--- src/rtl/timer_periph_pkg.sv ---
// Shared constants and helpers for the memory-mapped timer.
// Register offsets, CTRL bit indices, window base and a byte-merge helper.
package timer_periph_pkg;

    localparam logic [19:0] TMR_BASE     = 20'h80001;

    localparam logic [11:0] TMR_CTRL     = 12'h000;
    localparam logic [11:0] TMR_PRESCALE = 12'h004;
    localparam logic [11:0] TMR_COUNT    = 12'h008;
    localparam logic [11:0] TMR_COMPARE  = 12'h00C;
    localparam logic [11:0] TMR_STATUS   = 12'h010;

    localparam int CTRL_EN = 0;
    localparam int CTRL_AR = 1;
    localparam int CTRL_IE = 2;

    function automatic logic [31:0] be_merge(
        input logic [31:0] old,
        input logic [31:0] wd,
        input logic [3:0]  be
    );
        logic [31:0] r;
        r = old;
        for (int i = 0; i < 4; i++) begin
            if (be[i]) r[8*i +: 8] = wd[8*i +: 8];
        end
        return r;
    endfunction

endpackage

--- src/rtl/timer_periph_if.sv ---
// Data-bus slave interface for the timer window.
// master drives select/we/addr/wdata/be; slave returns combinational rdata.
interface timer_periph_if;

    logic        cs_timer_n;
    logic        we;
    logic [11:0] addr;
    logic [31:0] wdata;
    logic [3:0]  be;
    logic [31:0] rdata;

    modport master (
        output cs_timer_n, we, addr, wdata, be,
        input  rdata
    );

    modport slave (
        input  cs_timer_n, we, addr, wdata, be,
        output rdata
    );

endinterface

--- src/rtl/timer_prescaler.sv ---
// Prescaler: counts 0..prescale while en, emitting a one-cycle tick on wrap.
// Ports: clk, reset_n, en, prescale, clr (restart period), tick.
module timer_prescaler #(
    parameter int W = 16
) (
    input  logic         clk,
    input  logic         reset_n,
    input  logic         en,
    input  logic [W-1:0] prescale,
    input  logic         clr,
    output logic         tick
);

    logic [W-1:0] pcnt;

    assign tick = en && (pcnt == prescale);

    always_ff @(posedge clk or negedge reset_n) begin
        if (!reset_n) begin
            pcnt <= '0;
        end else if (!en || clr || tick) begin
            pcnt <= '0;
        end else begin
            pcnt <= pcnt + W'(1);
        end
    end

endmodule

--- src/rtl/timer_periph.sv ---
// 32-bit memory-mapped timer: CTRL/PRESCALE/COUNT/COMPARE/STATUS registers.
// Ports: clk, reset_n, bus (slave), timer_irq (registered level interrupt).
module timer_periph
    import timer_periph_pkg::*;
#(
    parameter int          PRESCALE_W = 16,
    parameter logic [31:0] CNT_RESET  = 32'h0
) (
    input  logic           clk,
    input  logic           reset_n,
    timer_periph_if.slave  bus,
    output logic           timer_irq
);

    logic [2:0]            ctrl_q;
    logic [PRESCALE_W-1:0] prescale_q;
    logic [PRESCALE_W-1:0] prescale_nxt;
    logic [31:0]           count_q;
    logic [31:0]           count_nxt;
    logic [31:0]           compare_q;
    logic                  match_q;
    logic                  match_set;
    logic                  irq_q;
    logic                  tick;
    logic                  tick_ok;

    logic        acc;
    logic        wr;
    logic        rd;
    logic [11:0] off;
    logic        sel_ctrl;
    logic        sel_pre;
    logic        sel_cnt;
    logic        sel_cmp;
    logic        sel_stat;

    // Low address bits are masked out so that word offsets decode alike.
    assign off      = bus.addr & 12'hFFC;
    assign acc      = !bus.cs_timer_n;
    assign wr       = acc && bus.we;
    assign rd       = acc && !bus.we;
    assign sel_ctrl = (off == TMR_CTRL);
    assign sel_pre  = (off == TMR_PRESCALE);
    assign sel_cnt  = (off == TMR_COUNT);
    assign sel_cmp  = (off == TMR_COMPARE);
    assign sel_stat = (off == TMR_STATUS);

    timer_prescaler #(
        .W (PRESCALE_W)
    ) u_pre (
        .clk      (clk),
        .reset_n  (reset_n),
        .en       (ctrl_q[CTRL_EN]),
        .prescale (prescale_q),
        .clr      (wr && sel_pre),
        .tick     (tick)
    );

    // A CTRL write that drops EN kills the tick of the same cycle.
    assign tick_ok = tick &&
        !(wr && sel_ctrl && bus.be[0] && !bus.wdata[CTRL_EN]);

    always_comb begin
        prescale_nxt = prescale_q;
        for (int i = 0; i < PRESCALE_W; i++) begin
            if (bus.be[i/8]) prescale_nxt[i] = bus.wdata[i];
        end
    end

    always_comb begin
        count_nxt = count_q;
        match_set = 1'b0;
        if (tick_ok) begin
            if (count_q == compare_q) begin
                match_set = 1'b1;
                count_nxt = ctrl_q[CTRL_AR] ? 32'h0 : count_q + 32'h1;
            end else begin
                count_nxt = count_q + 32'h1;
            end
        end
        // Software write wins over the tick update.
        if (wr && sel_cnt) begin
            count_nxt = be_merge(count_q, bus.wdata, bus.be);
        end
    end

    always_ff @(posedge clk or negedge reset_n) begin
        if (!reset_n) begin
            ctrl_q     <= '0;
            prescale_q <= '0;
            count_q    <= CNT_RESET;
            compare_q  <= 32'hFFFF_FFFF;
            match_q    <= 1'b0;
            irq_q      <= 1'b0;
        end else begin
            if (wr && sel_ctrl && bus.be[0]) begin
                ctrl_q <= bus.wdata[2:0];
            end
            if (wr && sel_pre) begin
                prescale_q <= prescale_nxt;
            end
            if (wr && sel_cmp) begin
                compare_q <= be_merge(compare_q, bus.wdata, bus.be);
            end
            count_q <= count_nxt;
            // A new match holds the flag even against a clear.
            if (match_set) begin
                match_q <= 1'b1;
            end else if (wr && sel_stat && bus.be[0] && bus.wdata[0]) begin
                match_q <= 1'b0;
            end
            irq_q <= match_q && ctrl_q[CTRL_IE];
        end
    end

    assign timer_irq = irq_q;

    always_comb begin
        bus.rdata = '0;
        if (rd) begin
            unique case (1'b1)
                sel_ctrl: bus.rdata = {29'b0, ctrl_q};
                sel_pre:  bus.rdata = 32'(prescale_q);
                sel_cnt:  bus.rdata = count_q;
                sel_cmp:  bus.rdata = compare_q;
                sel_stat: bus.rdata = {31'b0, match_q};
                default:  bus.rdata = '0;
            endcase
        end
    end

endmodule

--- src/flat_wrapper.sv ---
// flat-port wrapper written by rule: the top's interface ports become plain ports
module timer_periph_flat import timer_periph_pkg::*;
#(
    parameter int          PRESCALE_W = 16,
    parameter logic [31:0] CNT_RESET  = 32'h0
)
  (clk, reset_n, timer_irq, bus_cs_timer_n, bus_we, bus_addr, bus_wdata, bus_be, bus_rdata);
  timer_periph_if bus_i ();
  input  logic clk;
  input  logic reset_n;
  output logic timer_irq;
  input wire logic [$bits(bus_i.cs_timer_n)-1:0] bus_cs_timer_n;
  input wire logic [$bits(bus_i.we)-1:0] bus_we;
  input wire logic [$bits(bus_i.addr)-1:0] bus_addr;
  input wire logic [$bits(bus_i.wdata)-1:0] bus_wdata;
  input wire logic [$bits(bus_i.be)-1:0] bus_be;
  output wire logic [$bits(bus_i.rdata)-1:0] bus_rdata;
  assign bus_i.cs_timer_n = bus_cs_timer_n;
  assign bus_i.we = bus_we;
  assign bus_i.addr = bus_addr;
  assign bus_i.wdata = bus_wdata;
  assign bus_i.be = bus_be;
  assign bus_rdata = bus_i.rdata;
  timer_periph #(.PRESCALE_W(PRESCALE_W), .CNT_RESET(CNT_RESET)) u_core (.clk(clk), .reset_n(reset_n), .bus(bus_i), .timer_irq(timer_irq));
endmodule
--- config.mk ---
export PLATFORM = sky130hd
export DESIGN_NAME = timer_periph_flat
export DESIGN_NICKNAME = d
export VERILOG_FILES = /design/src/rtl/timer_periph_pkg.sv /design/src/rtl/timer_periph_if.sv /design/src/rtl/timer_prescaler.sv /design/src/rtl/timer_periph.sv /design/src/flat_wrapper.sv
export SDC_FILE = /design/constraint.sdc
export NUM_CORES = 1
export LEC_CHECK = 0
export BUFFER_PORTS_ARGS = -buffer_cell sky130_fd_sc_hd__buf_2
export CORE_UTILIZATION = 65
export CTS_BUF_LIST = sky130_fd_sc_hd__clkbuf_4
export DETAILED_ROUTE_END_ITERATION = 8
export PLACE_DENSITY = 0.88
export SLEW_MARGIN = 20
export SYNTH_ARGS = -nofsm -noshare
export SYNTH_HDL_FRONTEND = slang
export SYNTH_SLANG_ARGS = --single-unit
--- constraint.sdc ---
create_clock -name clk -period 5.6 [get_ports clk]
set_input_delay 0.56 -clock clk [delete_from_list [all_inputs] [get_ports clk]]
set_output_delay 0.56 -clock clk [all_outputs]
set_load 0.005 [all_outputs]
Yosys cells after proc, flatten, opt, wreduce, memory -nomap -nowiden
Index checks and enable logic that the tools add are counted.

Flip-flop bits (word level): 101. Bits in latches: 0. Bits in writable memories: 0. Bits in read-only memories: 0. Output and inout bits: 33. Logic and storage cells: 75. Memories kept: 0.

$add $sub $neg: 2. Multipliers: 0. Divide/modulo/power cells: 0. $lt $le $gt $ge: 0. Equal/unequal tests: 10. Shift-type cells: 0. Multiplexer cells: 15. Bitwise gates (word level): 0. Reduce and logical (&&, ||, !) cells: 34.

Operators with widths (number): $mux W32 (5); $pmux W32 S5 (1); $add A32 B1 Y32 const B (1); $eq A32 B32 Y1 (1); $mux W8 (4); $eq A10 B2 Y1 const B (2); $reduce_and A2 Y1 (10); $add A16 B1 Y16 const B (1); $eq A16 B16 Y1 (1); $mux W16 (1); $logic_and A1 B1 Y1 (14); $logic_not A12 Y1 (1); $eq A10 B1 Y1 const B (1); $eq A10 B3 Y1 const B (1); $ne A2 B2 Y1 const B (4); $logic_not A1 Y1 (5); $mux W1 (4); $reduce_bool A2 Y1 (2); $logic_or A1 B1 Y1 (2).

Longest topological paths before layout
Gate-level depths: netlist of run 1.

Depth after elaboration: 9. Mapped depth: 9. Gate-level depth less buffers: 7.

Modules after synthesis
A second synthesis of run 1 with hierarchy kept.

Cells, all modules: 668. Area, all modules: 6347.3 µm².

Modules (own cells, without submodules): timer_periph (times used 1, cells an instance 569, area an instance 5406.4 µm², seq. area each 2167.1 µm²); timer_prescaler (times used 1, cells an instance 99, area an instance 940.9 µm², seq. area each 400.4 µm²).

Worst setup path after synthesis of run 1
No wires, ideal clock.

Path type: input to output. From: in bus_addr[8]. To: out bus_rdata[10]. Data arrival time: 2.283 ns. Data required time: 5.040 ns. Path slack: 2.757 ns. Stages: 6. Buffers on the path: 1. Cell sequence: or4_4 or2_2 a2111o_1 buf_2 nand2b_4 a21oi_1.

Longest elaborated chain between the ends: 3. Elaborated cells between the ends (all ways): 7.

RTL lines: start, declared (RTL line flat_wrapper.sv:14) `input wire logic [$bits(bus_i.addr)-1:0] bus_addr;`; $eq A10 B3 Y1 (tied with other cells) (RTL line timer_periph.sv:46) `assign sel_stat = (off == TMR_STATUS);`; $pmux W32 S5 * (RTL line timer_periph.sv:121) `unique case (1'b1)`; $mux W32 * (RTL line timer_periph.sv:120) `if (rd) begin`; end, declared (RTL line flat_wrapper.sv:17) `output wire logic [$bits(bus_i.rdata)-1:0] bus_rdata;`.

Every way passes the cells marked *; elsewhere a longest branch is shown, timed or not.

Final worst setup path of run 1
From: reg u_core.count_q[11]. To: reg u_core.count_q[26].

Longest elaborated chain between the ends: 5. Elaborated cells between the ends (all ways): 6.

RTL lines: start, declared (RTL line timer_periph.sv:18) `logic [31:0] count_q;`; start signal, assigned (RTL line timer_periph.sv:105) `count_q <= count_nxt;`; $add A32 B1 Y32 (RTL line timer_periph.sv:76, timer_periph.sv:78); $mux W32 (RTL line timer_periph.sv:76) `count_nxt = ctrl_q[CTRL_AR] ? 32'h0 : count_q + 32'h1;`; $mux W32 * (RTL line timer_periph.sv:74) `if (count_q == compare_q) begin`; $mux W32 * (RTL line timer_periph.sv:73) `if (tick_ok) begin`; $mux W32 * (RTL line timer_periph.sv:82) `if (wr && sel_cnt) begin`.

Every way passes the cells marked *; elsewhere a longest branch is shown, timed or not. The select of a mux whose other input is x is not followed. A chain may end at the register's enable or synchronous reset.

==> results.yml, run 1 <==
run_status:
  status: "finished clean"
floorplanning:
  pin_count: 85
  core_area_um2: 9770
  floorplan.initialDensity: 0.668
  dieWidth_um: 102
  die_height_um: 102
  rows: 36
  dieArea_um2: 10400
sta:
  max_freq_mhz: 268
  tns_ns: 0
  setup-violations-final: 0
  maxSlewViolCount: 0
  hold_viol: 0
  post-route-min-period_ns: 3.73
  worst-slew-pin-transition_ns: 1.14
  relSlewSlack: 0.231
  fin_crit_sh: 0.666
  finClkSkew_ns: 0.0156
  fin_ws_ns: 1.87
  rsz0062_at_grt: "no"
grt:
  antenna_found_initial: 0
  grt_usage: 0.366
  overflow: 0
  grt_max_degree: 63
  grt_first_pass_wirelength_um: 29200
  first_global_vias: 5847
setup_path:
  critPathLaunchType: "flop"
  cp_max_fo: 56
  arrival_ns: 4.08
  reg2reg_slack_ns: 1.87
  crit_type: "flop to flop"
  worst_setup_path_end_kind: "flop"
  required_ns: 5.95
drt:
  via_per_inst: 6.85
  wl_met2_um: 8780
  vias: 6084
  drtIter0Drc: 599
  dr_wl_met3_um: 1690
  first_pass_iters: 6
  wirelength_um: 18200
  wl_met1_um: 6890
  wl_per_cell_um: 20.5
  drcViolationCount: 0
  top_layer: "met4"
  drtAntennaViolNets: 0
placement:
  hpwlAfterDp_um: 13200
  port_buffers: 82
  place_inst: 872
  dp_slack_ns: 2.00
  globalplace.congestion: 0.918
  dpl_cell_area_um2: 6980
synthesis:
  synthesis.area_um2: 6530
  synth_flop_cell: "dfrtp_1"
  synth_top_cell_by_area: "dfrtp_1"
  synth.net_count: 748
  ys.warnings.count: 0
  ys_ff_latch: 101
  syn_area_per_cell_um2: 9.40
  synth_cell_type_count: 63
  yosysTopAreaCellShare: 0.265
  ys_top_cells_by_area: "dfrtp_1, dfstp_2, mux2_2"
  synth-edff-count: 0
  synth-seq-area-share: 0.393
  async_flop_share: 1.00
  netlist_instances: 694
cts:
  clk_pin_slew_ns: 0.16
  clock_sinks: 101
  h-tree-depth: 3
  clk_latency_ns: 0.46
  cts_setup_buffers: 0
  cts_resized: 0
  clockBufferDepth: 2
  cts_tree: "yes"
  holdBufCountCts: 0
  numCtsBuffers: 9
  cts-root-buf: "clkbuf_4"
finish:
  n_fill_cell: 717
  layout-drive-gt1-share: 0.294
  layoutNonFillerInstCount: 888
  nets: 804
  diodes: 0
  layout_commonest_cell: "buf_2"
  final_area_um2: 7140
  layout_common_cells: "buf_2, dfrtp_1, nor2_1"
  syn2layout_area_growth_pct: 9.43
pwr:
  p_comb_frac: 0.067
  p_leak_nw: 3.05
  finalPower_mw: 1.27
  p_int_mw: 0.956
  power_density_nw_per_um2: 178
  switching_share: 0.249
  seqPwrFrac: 0.583
  clkPwrFrac: 0.350
  p_sw_mw: 0.317
  ir_drop_mv: 0.141
min_path:
  hold_path.class: "primary input to asynchronous set/reset pin"
run:
  drv_cap: 0
==> metrics by stage <==
step           hold slack [ns]   util
6_report                0.0540  0.731
5_1_grt                 0.0795  0.731
4_1_cts                 0.0618  0.731
3_5_place_dp             0.484  0.714
3_3_place_gp             0.479  0.714
2_1_floorplan            0.264      -
==> synthesized netlist by cell type, drive strengths merged, types with 2 or more instances <==
master / n
a21boi: 5
a21oi: 16
a222oi: 10
a22oi: 18
a31oi: 26
a32oi: 11
a41oi: 3
and2: 15
and3: 24
and4: 4
buf: 19
clkbuf: 24
dfrtp: 69
dfstp: 32
ha: 2
inv: 23
mux2: 59
mux2i: 5
nand2: 44
nand2b: 7
nand3: 33
nand4: 28
nor2: 68
nor3: 11
nor4: 8
nor4b: 2
o211ai: 4
o21ai: 13
o22ai: 9
o311ai: 2
or2: 7
or3: 13
or4: 3
xnor2: 43
xor2: 19
==> area by class of cell <==
class | instances | area [µm²] | share of cell area
clock inverters | 5 | 77.6 | 0.0109
inverters | 23 | 86.3 | 0.0121
multi-input cells | 527 | 3700 | 0.519
repair buffers | 88 | 458 | 0.0641
clock buffers | 11 | 82.6 | 0.0116
flip-flops and latches | 101 | 2570 | 0.359
well taps | 133 | 166 | 0.0233
==> layer usage <==
| metal | GRT usage | up-vias |
|---|---|---|
| li1 | - | 2669 |
| met2 | 0.603 | 403 |
| met1 | 0.454 | 2933 |
| met5 | 0 | - |
| met3 | 0.0705 | 79 |
| met4 | 0.208 | 0 |
==> cell families (layout without fill, tap and decap cells) <==
kind of cell             Yosys count  after routing  share of synthesized area
AO/OA/AOI/OAI                    127            127                      0.141
XOR/XNOR                          62             62                     0.0832
adder cells (fa/ha/maj)            2              2                    0.00383
buffers and inverters             66            127                     0.0422
flip-flops                       101            101                      0.393
multiplexers                      64             64                      0.109
AND/OR/NAND/NOR                  272            272                      0.227
==> power groups by stage <==
stage,combinational [mW],sequential [mW],clock (mW)
global route,0.0927,0.743,0.469
finish,0.0848,0.743,0.446
detailed placement,0.0834,0.755,0
CTS,0.0840,0.742,0.440
global placement,0.0808,0.754,0
floorplan,0.0352,0.752,0
==> flip-flops by register name, indices dropped and copies added (netlist names) <==
name	flops
u_core.timer_irq	1
u_core.ctrl_q	3
u_core.match_q	1
u_core.count_q	32
u_core.prescale_q	16
u_core.compare_q	32
u_core.u_pre.pcnt	16
==> path summary, 6_finish.rpt <==
check                                               start  cells past startpoint                                to
max reg2reg                u_core.count_q[11]$_DFFE_PN0P_                      6    u_core.count_q[26]$_DFFE_PN0P_
min                                               reset_n                      1    u_core.count_q[26]$_DFFE_PN0P_
max                        u_core.count_q[11]$_DFFE_PN0P_                      6    u_core.count_q[26]$_DFFE_PN0P_
max in group asynchronous                         reset_n                      2    u_core.u_pre.pcnt[5]$_DFF_PN0_
min in group clk                            bus_wdata[20]                      2  u_core.compare_q[20]$_DFFE_PN1P_
min reg2reg                    u_core.match_q$_DFFE_PN0P_                      1        u_core.match_q$_DFFE_PN0P_
==> critical path: stages (launching register included) <==
cell and delay (ns):
dfrtp_1 0.52, xnor2_1 0.31, nand4_1 0.20, nor4_1 0.64, nand3_2 1.03, a32o_1 0.58
a221o_1 0.31
Power figures use the tool's default switching activity.
==> inputs of run 2 (changes only) <==
- CORE_UTILIZATION: 65 -> 60
- PLACE_DENSITY: 0.88 -> 0.82
- clock period: 5.6 -> 3.9 ns (I/O delays scaled with it)
==> results.yml, run 2 (same netlist as run 1, synthesis figures left out) <==
sta:
  setup-violations-final: 0
  maxSlewViolCount: 0
  worst-slew-pin-transition_ns: 0.924
  fin_ws_ns: 0.889
  fin_crit_sh: 0.772
  finClkSkew_ns: 0.0261
  hold_viol: 0
  post-route-min-period_ns: 3.01
  relSlewSlack: 0.382
  max_freq_mhz: 332
  tns_ns: 0
  rsz0062_at_grt: "no"
setup_path:
  worstPathCellList: "buf_2 > or4_4 > or2_2 > a2111o_1 > buf_4 > nand2b_4 > a21oi_1 > buf_2"
  cp_max_fo: 27
  crit_start: "bus_addr[8]"
  r2r-end: "u_core.count_q[26]$_DFFE_PN0P_"
  required_ns: 3.51
  worst_setup_path_end_kind: "output pin"
  arrival_ns: 2.62
  cpPeakStageDelay_ns: 0.60
  crit_end: "bus_rdata[3]"
  reg2reg_from: "u_core.count_q[29]$_DFFE_PN0P_"
  cpMostUsedCell: "buf_2"
  ff2ff_path_depth: 7
  cp_slowest_cell: "or4_4"
  critPathLaunchType: "primary input"
  reg2reg_slack_ns: 1.14
  crit_type: "primary input to output pin"
pwr:
  finalPower_mw: 1.70
  ir_drop_mv: 0.306
  p_leak_nw: 3.06
  power_density_nw_per_um2: 238
drt:
  wl_per_cell_um: 20.7
  drcViolationCount: 0
  drtIter0Drc: 816
  first_pass_iters: 9
  vias: 5944
  drtAntennaViolNets: 0
  via_per_inst: 6.63
  wirelength_um: 18500
floorplanning:
  dieArea_um2: 11300
  pin_count: 85
  die_height_um: 106
  core_area_um2: 10400
  dieWidth_um: 106
  floorplan.initialDensity: 0.627
  rows: 37
finish:
  layout-drive-gt1-share: 0.298
  syn2layout_area_growth_pct: 9.61
  reg_top3: "u_core.compare_q (32), u_core.count_q (32)"
  layout_commonest_cell: "buf_2"
  nets: 810
  layout_common_cells: "buf_2, dfrtp_1, nor2_1"
  diodes: 0
grt:
  grt_first_pass_wirelength_um: 29800
  overflow: 0
  first_global_vias: 5870
  grt_usage: 0.343
  grt_max_degree: 57
  antenna_found_initial: 0
min_path:
  min_from: "bus_wdata[27]"
  hold_path.class: "primary input to flop"
placement:
  dp_slack_ns: 0.919
  globalplace.congestion: 0.945
  hpwlAfterDp_um: 13500
  port_buffers: 82
run_status:
  status: "finished clean"
cts:
  h-tree-depth: 3
  numCtsBuffers: 9
  clock_sinks: 101
  clk_latency_ns: 0.51
  clk_pin_slew_ns: 0.17
  cts_resized: 0
  cts_tree: "yes"
  cts-root-buf: "clkbuf_4"
  clockBufferDepth: 2
run:
  drv_cap: 0
==> run 2: power breakdown <==
group / switching (mW) / internal (mW) / leakage, nW / total, mW
clock: 0.374 / 0.137 / 0.0642 / 0.512
sequential: 0.00964 / 1.06 / 1.18 / 1.07
combinational: 0.0808 / 0.0452 / 1.81 / 0.126
total: 0.464 / 1.24 / 3.06 / 1.70
==> run 2: routing by layer <==
metal	track usage	routed length, µm	up-vias
met5	0	0	-
met4	0.153	583	0
met3	0.0687	1580	56
met2	0.559	9030	342
met1	0.442	7340	2873
li1	-	-	2673
==> run 2: cell type report <==
class,instances,area (µm²)
clock buffers,10,75.1
clock inverters,6,38.8
fillers,832,3260
inverters,23,86.3
multi-input cells,527,3710
flip-flops and latches,101,2570
well taps,136,170
repair buffers,94,505
==> run 2: repair_timing <==
item,in CTS,in global routing
hold buffers,1,0
buffers inserted,0,0
endpoints found under the hold margin,29,0
==> run 2: worst min-delay path by stage <==
stage	endpoint	slack [ns]	cells past startpoint
after global placement	u_core.count_q[29]$_DFFE_PN0P_	0.46	1
after floorplan	u_core.count_q[0]$_DFFE_PN0P_	0.09	0
after detailed placement	u_core.count_q[30]$_DFFE_PN0P_	0.47	1
after CTS	u_core.compare_q[27]$_DFFE_PN1P_	0.12	2
after global routing	u_core.compare_q[24]$_DFFE_PN1P_	0.12	2
final	u_core.compare_q[27]$_DFFE_PN1P_	0.13	2
==> run 2: critical path, delay by kind of cell <==
family          cells  cell delay (ns)
compound gates      2             0.58
buf+inv             3             0.49
simple gates        3             1.16
==> run 2: stage by stage <==
step                hold slack [ns]  cell area [µm²]  cells   util
floorplan                    0.0944             6530    694      -
global placement              0.459             7020    880  0.674
detailed placement            0.472             7020    880  0.674
CTS                           0.119             7150    897  0.686
global route                  0.118             7150    897  0.687
finish                        0.128             7150    897  0.687
